### config.mk
export PLATFORM = sky130hd
export DESIGN_NAME = moore_seq_detector_param
export DESIGN_NICKNAME = d
export VERILOG_FILES = /design/src/rtl/moore_seq_pkg.sv /design/src/rtl/seq_next_state.sv /design/src/rtl/moore_seq_detector_param.sv
export SDC_FILE = /design/constraint.sdc
export NUM_CORES = 1
export LEC_CHECK = 0
export CAP_MARGIN = 25
export CORE_MARGIN = 4
export CORE_UTILIZATION = 56
export CTS_CLUSTER_SIZE = 14
export DETAILED_ROUTE_END_ITERATION = 8
export PLACE_DENSITY = 0.79
export SYNTH_ARGS = -nofsm -noshare
export SYNTH_HDL_FRONTEND = slang
export SYNTH_SLANG_ARGS = --single-unit
### constraint.sdc
create_clock -name clk -period 5.3 [get_ports clk]
set_input_delay 0.53 -clock clk [delete_from_list [all_inputs] [get_ports clk]]
set_output_delay 0.53 -clock clk [all_outputs]
set_load 0.005 [all_outputs]
### src/rtl/moore_seq_pkg.sv
// rtl/moore_seq_pkg.sv - shared helpers for the parametrised Moore sequence detector
package moore_seq_pkg;

    localparam logic MODE_NONOVL = 1'b0;
    localparam logic MODE_OVL    = 1'b1;

    function automatic int state_w(input int n);
        return $clog2(n + 1);
    endfunction

    function automatic int clamp_len(input int l, input int n);
        if (l < 1) begin
            return 1;
        end
        if (l > n) begin
            return n;
        end
        return l;
    endfunction

    function automatic logic len_in_range(input int l, input int n);
        return (l >= 1) && (l <= n);
    endfunction

endpackage

### src/rtl/seq_next_state.sv
// rtl/seq_next_state.sv - combinational KMP-style next-state for a runtime pattern
module seq_next_state
    import moore_seq_pkg::*;
#(
    parameter int N  = 8,
    parameter int SW = state_w(N)
) (
    input  logic [SW-1:0] s,
    input  logic          b,
    input  logic [N-1:0]  pattern,
    input  logic [SW-1:0] len,
    input  logic          overlap,
    output logic [SW-1:0] next_state
);

    localparam int TW = N + 1;

    function automatic logic [TW-1:0] low_mask(input logic [SW:0] n);
        return (TW'(1) << n) - TW'(1);
    endfunction

    logic [TW-1:0] t;
    logic [TW-1:0] pat_x;
    logic [TW-1:0] mk;
    logic [SW:0]   k_w;
    logic [SW:0]   sh;
    logic          found;

    // t holds the consumed string pattern[0..s-1] followed by b; the loop looks
    // for the longest pattern prefix that is a suffix of t.
    always_comb begin
        next_state = '0;
        found      = 1'b0;
        k_w        = '0;
        sh         = '0;
        mk         = '0;
        pat_x      = {1'b0, pattern};
        t          = (pat_x & low_mask({1'b0, s})) | (TW'(b) << s);
        if ((s == len) && (overlap == MODE_NONOVL)) begin
            next_state = (b == pattern[0]) ? SW'(1) : '0;
        end else begin
            for (int k = N; k >= 1; k--) begin
                k_w = (SW + 1)'(k);
                if (!found && (k_w <= {1'b0, s} + 1'b1) && (k_w <= {1'b0, len})) begin
                    sh = {1'b0, s} + 1'b1 - k_w;
                    mk = low_mask(k_w);
                    if (((t >> sh) & mk) == (pat_x & mk)) begin
                        next_state = k_w[SW-1:0];
                        found      = 1'b1;
                    end
                end
            end
        end
    end

endmodule

### src/rtl/moore_seq_detector_param.sv
// rtl/moore_seq_detector_param.sv - runtime-configurable Moore serial pattern detector
module moore_seq_detector_param
    import moore_seq_pkg::*;
#(
    parameter int         N           = 8,
    parameter int         CNT_W       = 8,
    parameter logic [N-1:0] DEF_PATTERN = N'(8'b0000_0101),
    parameter int         DEF_LEN     = 4,
    parameter logic       DEF_OVERLAP = 1'b1,
    localparam int        SW          = state_w(N)
) (
    input  logic             clk,
    input  logic             rst,
    input  logic             en,
    input  logic             data_in,
    input  logic             cfg_load,
    input  logic [N-1:0]     cfg_pattern,
    input  logic [SW-1:0]    cfg_len,
    input  logic             cfg_overlap,
    output logic             y,
    output logic [SW-1:0]    state_o,
    output logic [CNT_W-1:0] match_count,
    output logic             cfg_err
);

    localparam logic [CNT_W-1:0] CNT_MAX = {CNT_W{1'b1}};

    logic [N-1:0]  pattern_q;
    logic [SW-1:0] len_q;
    logic          overlap_q;
    logic [SW-1:0] state_q;
    logic [SW-1:0] next_state;

    seq_next_state #(
        .N  (N),
        .SW (SW)
    ) u_next (
        .s          (state_q),
        .b          (data_in),
        .pattern    (pattern_q),
        .len        (len_q),
        .overlap    (overlap_q),
        .next_state (next_state)
    );

    always_ff @(posedge clk) begin
        if (!rst) begin
            pattern_q   <= DEF_PATTERN;
            len_q       <= SW'(clamp_len(DEF_LEN, N));
            overlap_q   <= DEF_OVERLAP;
            state_q     <= '0;
            y           <= 1'b0;
            match_count <= '0;
            cfg_err     <= 1'b0;
        end else if (cfg_load) begin
            pattern_q   <= cfg_pattern;
            len_q       <= SW'(clamp_len(int'(cfg_len), N));
            overlap_q   <= cfg_overlap;
            cfg_err     <= !len_in_range(int'(cfg_len), N);
            state_q     <= '0;
            y           <= 1'b0;
            match_count <= '0;
        end else if (en) begin
            state_q <= next_state;
            y       <= (next_state == len_q);
            if ((next_state == len_q) && (match_count != CNT_MAX)) begin
                match_count <= match_count + 1'b1;
            end
        end
    end

    assign state_o = state_q;

endmodule

# Yosys cells after proc, flatten, opt, wreduce, memory -nomap -nowiden
# Index checks and enable logic that the tools add are counted.
totals:
  wordCells: 143
  mem_bits_ro: 0
  out_inout_bits: 14
  latch_bits: 0
  input_bits: 18
  mem_bits_rw: 0
  ff_bits: 27
  n_memories: 0
op_classes:
  n_lt_le_gt_ge: 20
  shifts: 10
  mux: 51
  bitwise_logic: 4
  div_mod_pow: 0
  reduce_logical: 28
  addsub: 11
  multipliers: 0
  n_eq_ne: 12
op_table:
  columns: ["cell", "count"]
  rows:
  - ["$mux 4", 21]
  - ["$mux 1", 30]
  - ["$le 3x5->1 const A", 4]
  - ["$sub 5x3->5 const B", 4]
  - ["$logic_and 1x1->1", 18]
  - ["$le 3x4->1 const A", 4]
  - ["$eq 4x4->1", 3]
  - ["$le 2x5->1 const A", 2]
  - ["$sub 5x2->5 const B", 2]
  - ["$and 8x9->9", 1]
  - ["$or 9x9->9", 1]
  - ["$shl 1x4->9", 1]
  - ["$shl 1x4->9 const A", 1]
  - ["$shr 9x5->1", 1]
  - ["$shr 9x5->2", 1]
  - ["$shr 9x5->3", 1]
  - ["$shr 9x5->4", 1]
  - ["$shr 9x5->5", 1]
  - ["$shr 9x5->6", 1]
  - ["$shr 9x5->7", 1]
  - ["$shr 9x5->8", 1]
  - ["$sub 9x2->9 const B", 1]
  - ["$add 8x1->8 const B", 1]
  - ["$eq 8x8->1", 1]
  - ["23 further kinds", 33]

# Depth between registers and ports, before layout
# Gate-level depths: netlist (run 1).
logic_depth:
  word_depth: 47
  depth_mapped: 22
  depth_no_buf: 17

# By module
# From an unflattened synthesis (run 1), not the netlist that was laid out.
hier_totals:
  cells_unflattened: 726
  hier_area_um2: 5353.9
modules_own_cells:
  columns: ["module", "cells_each", "instances", "seq_area_each_um2", "area_per_inst_um2"]
  rows:
  - ["seq_next_state", 596, 1, 0.0, 4119.0]
  - ["moore_seq_detector_param", 130, 1, 540.5, 1234.9]

# Worst setup path after synthesis (run 1)
# Ideal clock, no wire load.
synth_timing:
  path_type: "register -> register"
  start: "register state_q[2] (netlist: state_o[2])"
  end: "register match_count[4]"
  setup_ns: 0.118
  t_arrival_ns: 5.409
  path_stages_with_launch: 22
  required_ns: 5.182
  period_less_slack_ns: 5.527
  n_path_buf: 4
  setup_slack_ns: -0.227
  path_cell_list: "dfxtp_1 buf_2 inv_1 ha_1 clkbuf_1 clkbuf_1 inv_1 clkbuf_1 ha_1 or3_1 o211a_2 nor4_2 nor2_1 or4_1 a32o_1 nor3_2 a211oi_1 or3_1 a211oi_2 nand4_1 or3_1 mux2i_1"
synth_via:
  elab_chain_cells: 47
  elab_cells_between_ends: 104
  classes_between: "add/sub: 10; order compare: 8; eq/ne: 10; shift: 10; mux: 39; bitwise: 2; reduce/logical: 25"
synth_rtl:
  columns: ["element", "line", "source"]
  rows:
  - ["start, declared", "moore_seq_detector_param.sv:31", "logic [SW-1:0] state_q;"]
  - ["start signal, assigned", "moore_seq_detector_param.sv:64", "state_q <= next_state;"]
  - ["$shl 1x4->9", "seq_next_state.sv:19", "return (TW'(1) << n) - TW'(1);"]
  - ["$sub 9x2->9", "seq_next_state.sv:19", null]
  - ["$and 8x9->9", "seq_next_state.sv:38", "t = (pat_x & low_mask({1'b0, s})) | (TW'(b) << s);"]
  - ["$or 9x9->9", "seq_next_state.sv:38", null]
  - ["$shr 9x5->8", "seq_next_state.sv:47", "if (((t >> sh) & mk) == (pat_x & mk)) begin"]
  - ["$eq 8x8->1", "seq_next_state.sv:47", null]
  - ["$mux 1", "seq_next_state.sv:47", null]
  - ["$mux 1", "seq_next_state.sv:44", "if (!found && (k_w <= {1'b0, s} + 1'b1) && (k_w <= {1'b0, len})) begin"]
  - ["[30 not listed]", null, null]
  - ["$mux 1", "seq_next_state.sv:39", "if ((s == len) && (overlap == MODE_NONOVL)) begin"]
  - ["$logic_not 1->1", "seq_next_state.sv:44", null]
  - ["$logic_and 1x1->1 (2 in a row)", "seq_next_state.sv:44", null]
  - ["$mux 4", "seq_next_state.sv:44", null]
  - ["$mux 4 (*)", "seq_next_state.sv:39", null]
  - ["$eq 4x4->1 (*)", "moore_seq_detector_param.sv:66", "if ((next_state == len_q) && (match_count != CNT_MAX)) begin"]
  - ["$logic_and 1x1->1 (*)", "moore_seq_detector_param.sv:66", null]
  - ["$reduce_and 2->1 (no line) (*)", null, null]
  - ["end signal, assigned", "moore_seq_detector_param.sv:67", "match_count <= match_count + 1'b1;"]
  - ["end, declared", "moore_seq_detector_param.sv:22", "output logic [CNT_W-1:0] match_count,"]
# Every way passes the cells marked *; elsewhere a longest branch is shown, timed or not. The select of a mux whose other input is x is not followed.
# A chain may end at the register's enable or synchronous reset.

# Worst setup path after layout (run 1)
layout_timing:
  start: "register state_q[1] (netlist: state_o[1])"
  end: "register match_count[5]"
# Same word-level chain as after synthesis.

==> results of run 1 <==
-- layout make-up --
| cell class | count | area share [%] |
|---|---|---|
| sequential | 27 | 8.81 |
| antenna | 1 | 0.0407 |
| tap | 129 | 2.62 |
| multi-input combinational | 642 | 75.4 |
| timing repair buffer | 79 | 10.9 |
| clock inverter | 1 | 0.0814 |
| clock buffer | 3 | 0.671 |
| inverter | 24 | 1.46 |
-- state kept, by name, summed over array words and instances (netlist names) --
signal,cells
pattern_q,8
overlap_q,1
cfg_err,1
len_q,4
state_o,4
match_count,8
y,1
-- cells in the mapped netlist, types with 12 or more instances --
master / count
nor2_1: 49
nor3_1: 23
clkbuf_1: 39
nand2_1: 58
nand4_1: 18
xnor2_1: 23
nand3_1: 36
nor2b_1: 20
dfxtp_1: 27
and3_1: 15
a21oi_1: 22
buf_2: 21
inv_1: 19
nor4_1: 12
nand2b_1: 22
o21ai_0: 29
mux2i_1: 26
o211ai_1: 19
ha_1: 21
-- per-layer routing --
layer	up-vias	wire length [µm]	GRT usage (%)	part of all wire [%]
met5	-	12	0	0.055
met4	2	1510	18.7	6.9
met3	148	2900	9.33	13
met2	551	9080	57.7	41
met1	3153	8460	49.0	39
li1	2992	-	-	-
-- cell families (layout without fill, tap and decap cells) --
group	after synthesis	count (layout)	share of synthesized area, %
other	0	1	0
buffers and inverters	92	107	7.02
flip-flops	27	27	9.87
XOR/XNOR	29	29	4.64
adder cells (fa/ha/maj)	21	21	4.80
multiplexers	35	35	6.67
AO/OA/AOI/OAI	236	236	34.0
AND/OR/NAND/NOR	321	321	33.0
-- power by group --
| part | total [mW] | leakage, nW | switching (mW) | internal, mW |
|---|---|---|---|---|
| logic | 0.317 | 2.00 | 0.193 | 0.124 |
| clock network | 0.129 | 0.0255 | 0.0761 | 0.0530 |
| registers | 0.228 | 0.221 | 0.0172 | 0.210 |
-- worst reg2reg max path, cell delays in order (launching register included) --
cell	delay (ns)
dfxtp_1	0.35
inv_1	0.12
buf_4	0.17
ha_1	0.39
nand2_1	0.12
ha_1	0.28
nor4bb_2	0.20
and2_1	0.29
o311ai_2	0.44
a32oi_2	0.28
o311ai_0	0.53
a2111oi_2	0.12
a22oi_4	0.31
a211oi_1	0.09
or3_1	0.40
a211oi_4	0.34
nand4_1	0.18
or4_1	0.43
nand2_1	0.08
-- worst paths after layout --
path / cells past startpoint / slack [ns] / end
hold reg to reg: 2 / 0.49 / y
setup reg to reg: 18 / 0.14 / match_count[5]
hold / removal: 2 / 0.49 / y
setup / recovery: 18 / 0.14 / match_count[5]
-- per-stage QoR --
| step | hold WS, ns | util [%] | instance area [µm²] | instances | setup slack (ns) |
|---|---|---|---|---|---|
| 2_1_floorplan | 0.457 | - | 5530 | 761 | 0.0597 |
| 3_3_place_gp | 0.463 | 64.5 | 6040 | 899 | 0.207 |
| 3_5_place_dp | 0.467 | 64.5 | 6040 | 899 | 0.120 |
| 4_1_cts | 0.493 | 65.0 | 6090 | 903 | 0.0899 |
| 5_1_grt | 0.521 | 65.6 | 6150 | 905 | -0.0308 |
| 6_report | 0.488 | 65.6 | 6150 | 906 | 0.138 |
-- timing repair --
action / 4_1_cts / 5_1_grt
endpoints found under the setup margin: 0 / 9
resized for setup: 0 / 8
hold buffers: 0 / 0
buffers inserted: 0 / 2
==> impl_metrics.json, run 1 <==
{
  "synth-edff-count": 0,
  "critical-path-top-delay-family": "compound AO/OA/AOI/OAI gates",
  "grt_pass1_wl_um": 34100,
  "die_area_um2": 11400,
  "criticalPathCategory": "reg2reg",
  "fin_nets": 816,
  "dp.final_hpwl_um": 16500,
  "cts_buffers": 3,
  "portBuffers": 31,
  "final_common_cell": "nand2_1",
  "cpPeakStageDelay_ns": 0.52,
  "rows": 35,
  "worstPathRequired_ns": 5.54,
  "peakVddDrop_mv": 0.0985,
  "syn_area_um2": 5480,
  "area_delta_synth_final_pct": 12.3,
  "grt_overflow": 0,
  "setup_viol": 0,
  "antenna_found_initial": 2,
  "maxCapViolCount": 0,
  "startpoint": "state_o[1]",
  "num_vias": 6846,
  "synth_top_cell_area_share_pct": 9.87,
  "maxSlewViolCount": 0,
  "root_buffer": "clkbuf_8",
  "dieHeight_um": 107,
  "clk-insertion-delay-late_ns": 0.29,
  "async_flop_share_pct": 0,
  "die-width_um": 107,
  "core_area_um2": 9370,
  "final_cell_mix": "nand2_1 (58), nor2_1 (49), buf_4 (48)",
  "slew_headroom_pct": 37.3,
  "cp-end-kind": "flip-flop",
  "synth_top_area_cell": "dfxtp_1",
  "syn_area_per_cell_um2": 7.19,
  "period_needed_ns": 5.16,
  "final_antenna_net_count": 0,
  "ys_seq_area_share_pct": 9.87,
  "via_per_inst": 7.56,
  "fin_crit_sh_pct": 97.4,
  "clockBufferDepth": 2,
  "wire_per_inst_um": 24.3,
  "worstHoldStart": "y",
  "grt_pass1_vias": 6299,
  "final.setup.tns_ns": 0,
  "drtPass1Iterations": 7,
  "synthFlopType": "dfxtp_1",
  "crit_path_start_kind": "flip-flop",
  "drtIter0Drc": 846,
  "multiInputGateArea_um2": 4640,
  "initial_core_util_pct": 58.4,
  "yosysUniqueCellTypes": 97,
  "powerDensity_nw_per_um2": 110,
  "fin_skew_ns": 0.0100,
  "fillers": 842,
  "clkSinkCount": 27,
  "routed_wl_um": 22000,
  "worst-path-max-fanout": 9,
  "grt_usage_pct": 37.6,
  "fmax_mhz": 194,
  "arrival_ns": 5.40,
  "clk_pin_slew_worst_paths_ns": 0.11,
  "outcome": "complete, no violations",
  "tightestPinTransition_ns": 0.933,
  "postSynthCellCount": 761,
  "drc": 0,
  "hp-class": "reg2reg",
  "grt_max_degree": 43,
  "h-tree-depth": 1,
  "power.leakage_nw": 2.25,
  "regArea_um2": 542,
  "path_cells": "inv_1, buf_4, ha_1, nand2_1, ha_1, nor4bb_2, and2_1, o311ai_2, a32oi_2, o311ai_0, a2111oi_2, a22oi_4, a211oi_1, or3_1, a211oi_4, nand4_1, or4_1, nand2_1",
  "p_total_uw": 674,
  "synth_area_leaders": "dfxtp_1 (9.9%), ha_1 (4.8%), mux2i_1 (4.8%)",
  "io_pins": 32,
  "drive_gt1_share_pct": 13.7,
  "cp_num_buf_inv": 2,
  "worstReg2RegStart": "state_o[1]",
  "ys_ff_latch": 27,
  "hold_viol": 0,
  "cts_tree": "yes",
  "gp_congestion": 1.12,
  "yosys_warnings": 0,
  "crit_path_top_delay_cell": "o311ai_0",
  "syn-num-nets": 800
}
Power figures use the tool's default switching activity.
==> run 2: changes to the inputs <==
- CORE_MARGIN: 4 -> 3
==> impl_metrics.json, run 2 (same netlist as run 1, synthesis figures left out) <==
{
  "reg_top3": "match_count (8), pattern_q (8)",
  "outcome": "complete, no violations",
  "critical-path-top-delay-family": "simple AND/OR/NAND/NOR gates",
  "fin_crit_sh_pct": 96.4,
  "hold_depth": 1,
  "grt_pass1_vias": 6231,
  "hold_viol": 0,
  "worst-path-max-fanout": 24,
  "final-instance-count-excl-fill": 905,
  "final_cell_mix": "nand2_1 (58), nor2_1 (49), buf_4 (46)",
  "worstPathRequired_ns": 5.55,
  "wire_per_inst_um": 23.2,
  "core_area_um2": 9370,
  "cp-end-kind": "flip-flop",
  "dieHeight_um": 105,
  "grt_usage_pct": 36.8,
  "die_area_um2": 11000,
  "crit_path_top_delay_cell": "or4_1",
  "cts_tree": "yes",
  "p_total_uw": 672,
  "crit_path_start_kind": "flip-flop",
  "grt_pass1_wl_um": 32800,
  "final.setup.tns_ns": 0,
  "dp.final_hpwl_um": 15700,
  "cp_num_buf_inv": 2,
  "cts_buffers": 3,
  "setup_viol": 0,
  "gp_congestion": 1.02,
  "drtPass1Iterations": 6,
  "fin_nets": 816,
  "routed_wl_um": 21000,
  "utilization_pct": 65.8,
  "peakVddDrop_mv": 0.0993,
  "h-tree-depth": 1,
  "period_needed_ns": 5.11,
  "regArea_um2": 542,
  "grt_max_degree": 43,
  "io_pins": 32,
  "dp_slack_ns": 0.233,
  "hp-class": "reg2reg",
  "initial_core_util_pct": 58.4,
  "arrival_ns": 5.35,
  "antenna_found_initial": 2,
  "via_per_inst": 7.34,
  "layout_setup_ws_ns": 0.193,
  "rows": 35,
  "grt_overflow": 0,
  "clkSinkCount": 27,
  "num_vias": 6641,
  "fin_skew_ns": 0.0113,
  "cp.depth": 18,
  "rr_worst_depth": 18,
  "drtIter0Drc": 818,
  "portBuffers": 31,
  "power.leakage_nw": 2.25,
  "fillers": 858,
  "cpPeakStageDelay_ns": 0.56,
  "final_antenna_net_count": 0,
  "place_inst": 899,
  "maxCapViolCount": 0,
  "final_common_cell": "nand2_1",
  "slew_headroom_pct": 38.8,
  "multiInputGateArea_um2": 4630,
  "maxSlewViolCount": 0,
  "drive_gt1_share_pct": 13.5,
  "drc": 0,
  "clk_pin_slew_worst_paths_ns": 0.12,
  "antenna_cells": 0,
  "powerDensity_nw_per_um2": 109,
  "root_buffer": "clkbuf_8",
  "area_delta_synth_final_pct": 12.7,
  "clk-insertion-delay-late_ns": 0.30,
  "tightestPinTransition_ns": 0.911,
  "path_cells": "buf_12, ha_1, ha_4, inv_1, ha_1, or3_1, o211a_2, nor4_2, nor2_1, or4_1, a32o_1, nor3_4, a211oi_1, or3_1, a211oi_4, nand4_1, or4_1, nand2_1",
  "die-width_um": 105,
  "fmax_mhz": 196,
  "clockBufferDepth": 2,
  "criticalPathCategory": "reg2reg"
}
==> run 2: final timing paths <==
path	startpoint	endpoint	slack, ns
hold reg to reg	cfg_err	cfg_err	0.49
setup / recovery	state_o[1]	match_count[3]	0.19
hold / removal	cfg_err	cfg_err	0.49
setup reg to reg	state_o[1]	match_count[3]	0.19
==> run 2: repair_timing <==
| action | CTS | global route |
|---|---|---|
| hold buffers | 0 | 0 |
| setup buffers | 0 | 2 |
| endpoints found under the setup margin | 0 | 7 |
| resized for setup | 0 | 7 |
| endpoints found under the hold margin | 0 | 0 |
==> run 2: power by group <==
| group | internal, mW | leakage [nW] | switching (mW) | total, mW |
|---|---|---|---|---|
| Combinational | 0.124 | 2.00 | 0.186 | 0.310 |
| Clock | 0.0538 | 0.0217 | 0.0805 | 0.134 |
| Sequential | 0.210 | 0.221 | 0.0173 | 0.228 |
| Total | 0.389 | 2.25 | 0.284 | 0.672 |
==> run 2: layout make-up <==
class / instances / area share, %
inverter: 24 / 1.46
clock inverter: 1 / 0.122
timing repair buffer: 79 / 11.3
sequential: 27 / 8.78
multi-input combinational: 642 / 75.1
clock buffer: 3 / 0.669
tap: 129 / 2.62
==> run 2: metrics by stage <==
stage                     hold WS (ns)  area (µm²)
after floorplan                  0.457        5530
after global placement           0.465        6070
after detailed placement         0.471        6070
after CTS                        0.496        6120
after global routing             0.522        6170
final                            0.492        6170
==> run 2: worst register-to-register path, stage by stage, from the launching register on <==
cell and delay, ns:
dfxtp_1 0.35, buf_12 0.17, ha_1 0.23, ha_4 0.28
inv_1 0.06, ha_1 0.20, or3_1 0.37, o211a_2 0.15
nor4_2 0.34, nor2_1 0.16, or4_1 0.56, a32o_1 0.32
nor3_4 0.20, a211oi_1 0.16, or3_1 0.42, a211oi_4 0.34
nand4_1 0.18, or4_1 0.46, nand2_1 0.09
==> run 2: per-layer routing <==
metal / track usage [%] / wire [µm] / up-vias
met2: 58.4 / 9200 / 477
met5: 0 / 7 / -
met4: 14.1 / 960 / 2
li1: - / - / 2988
met3: 7.47 / 2780 / 88
met1: 49.0 / 8080 / 3086
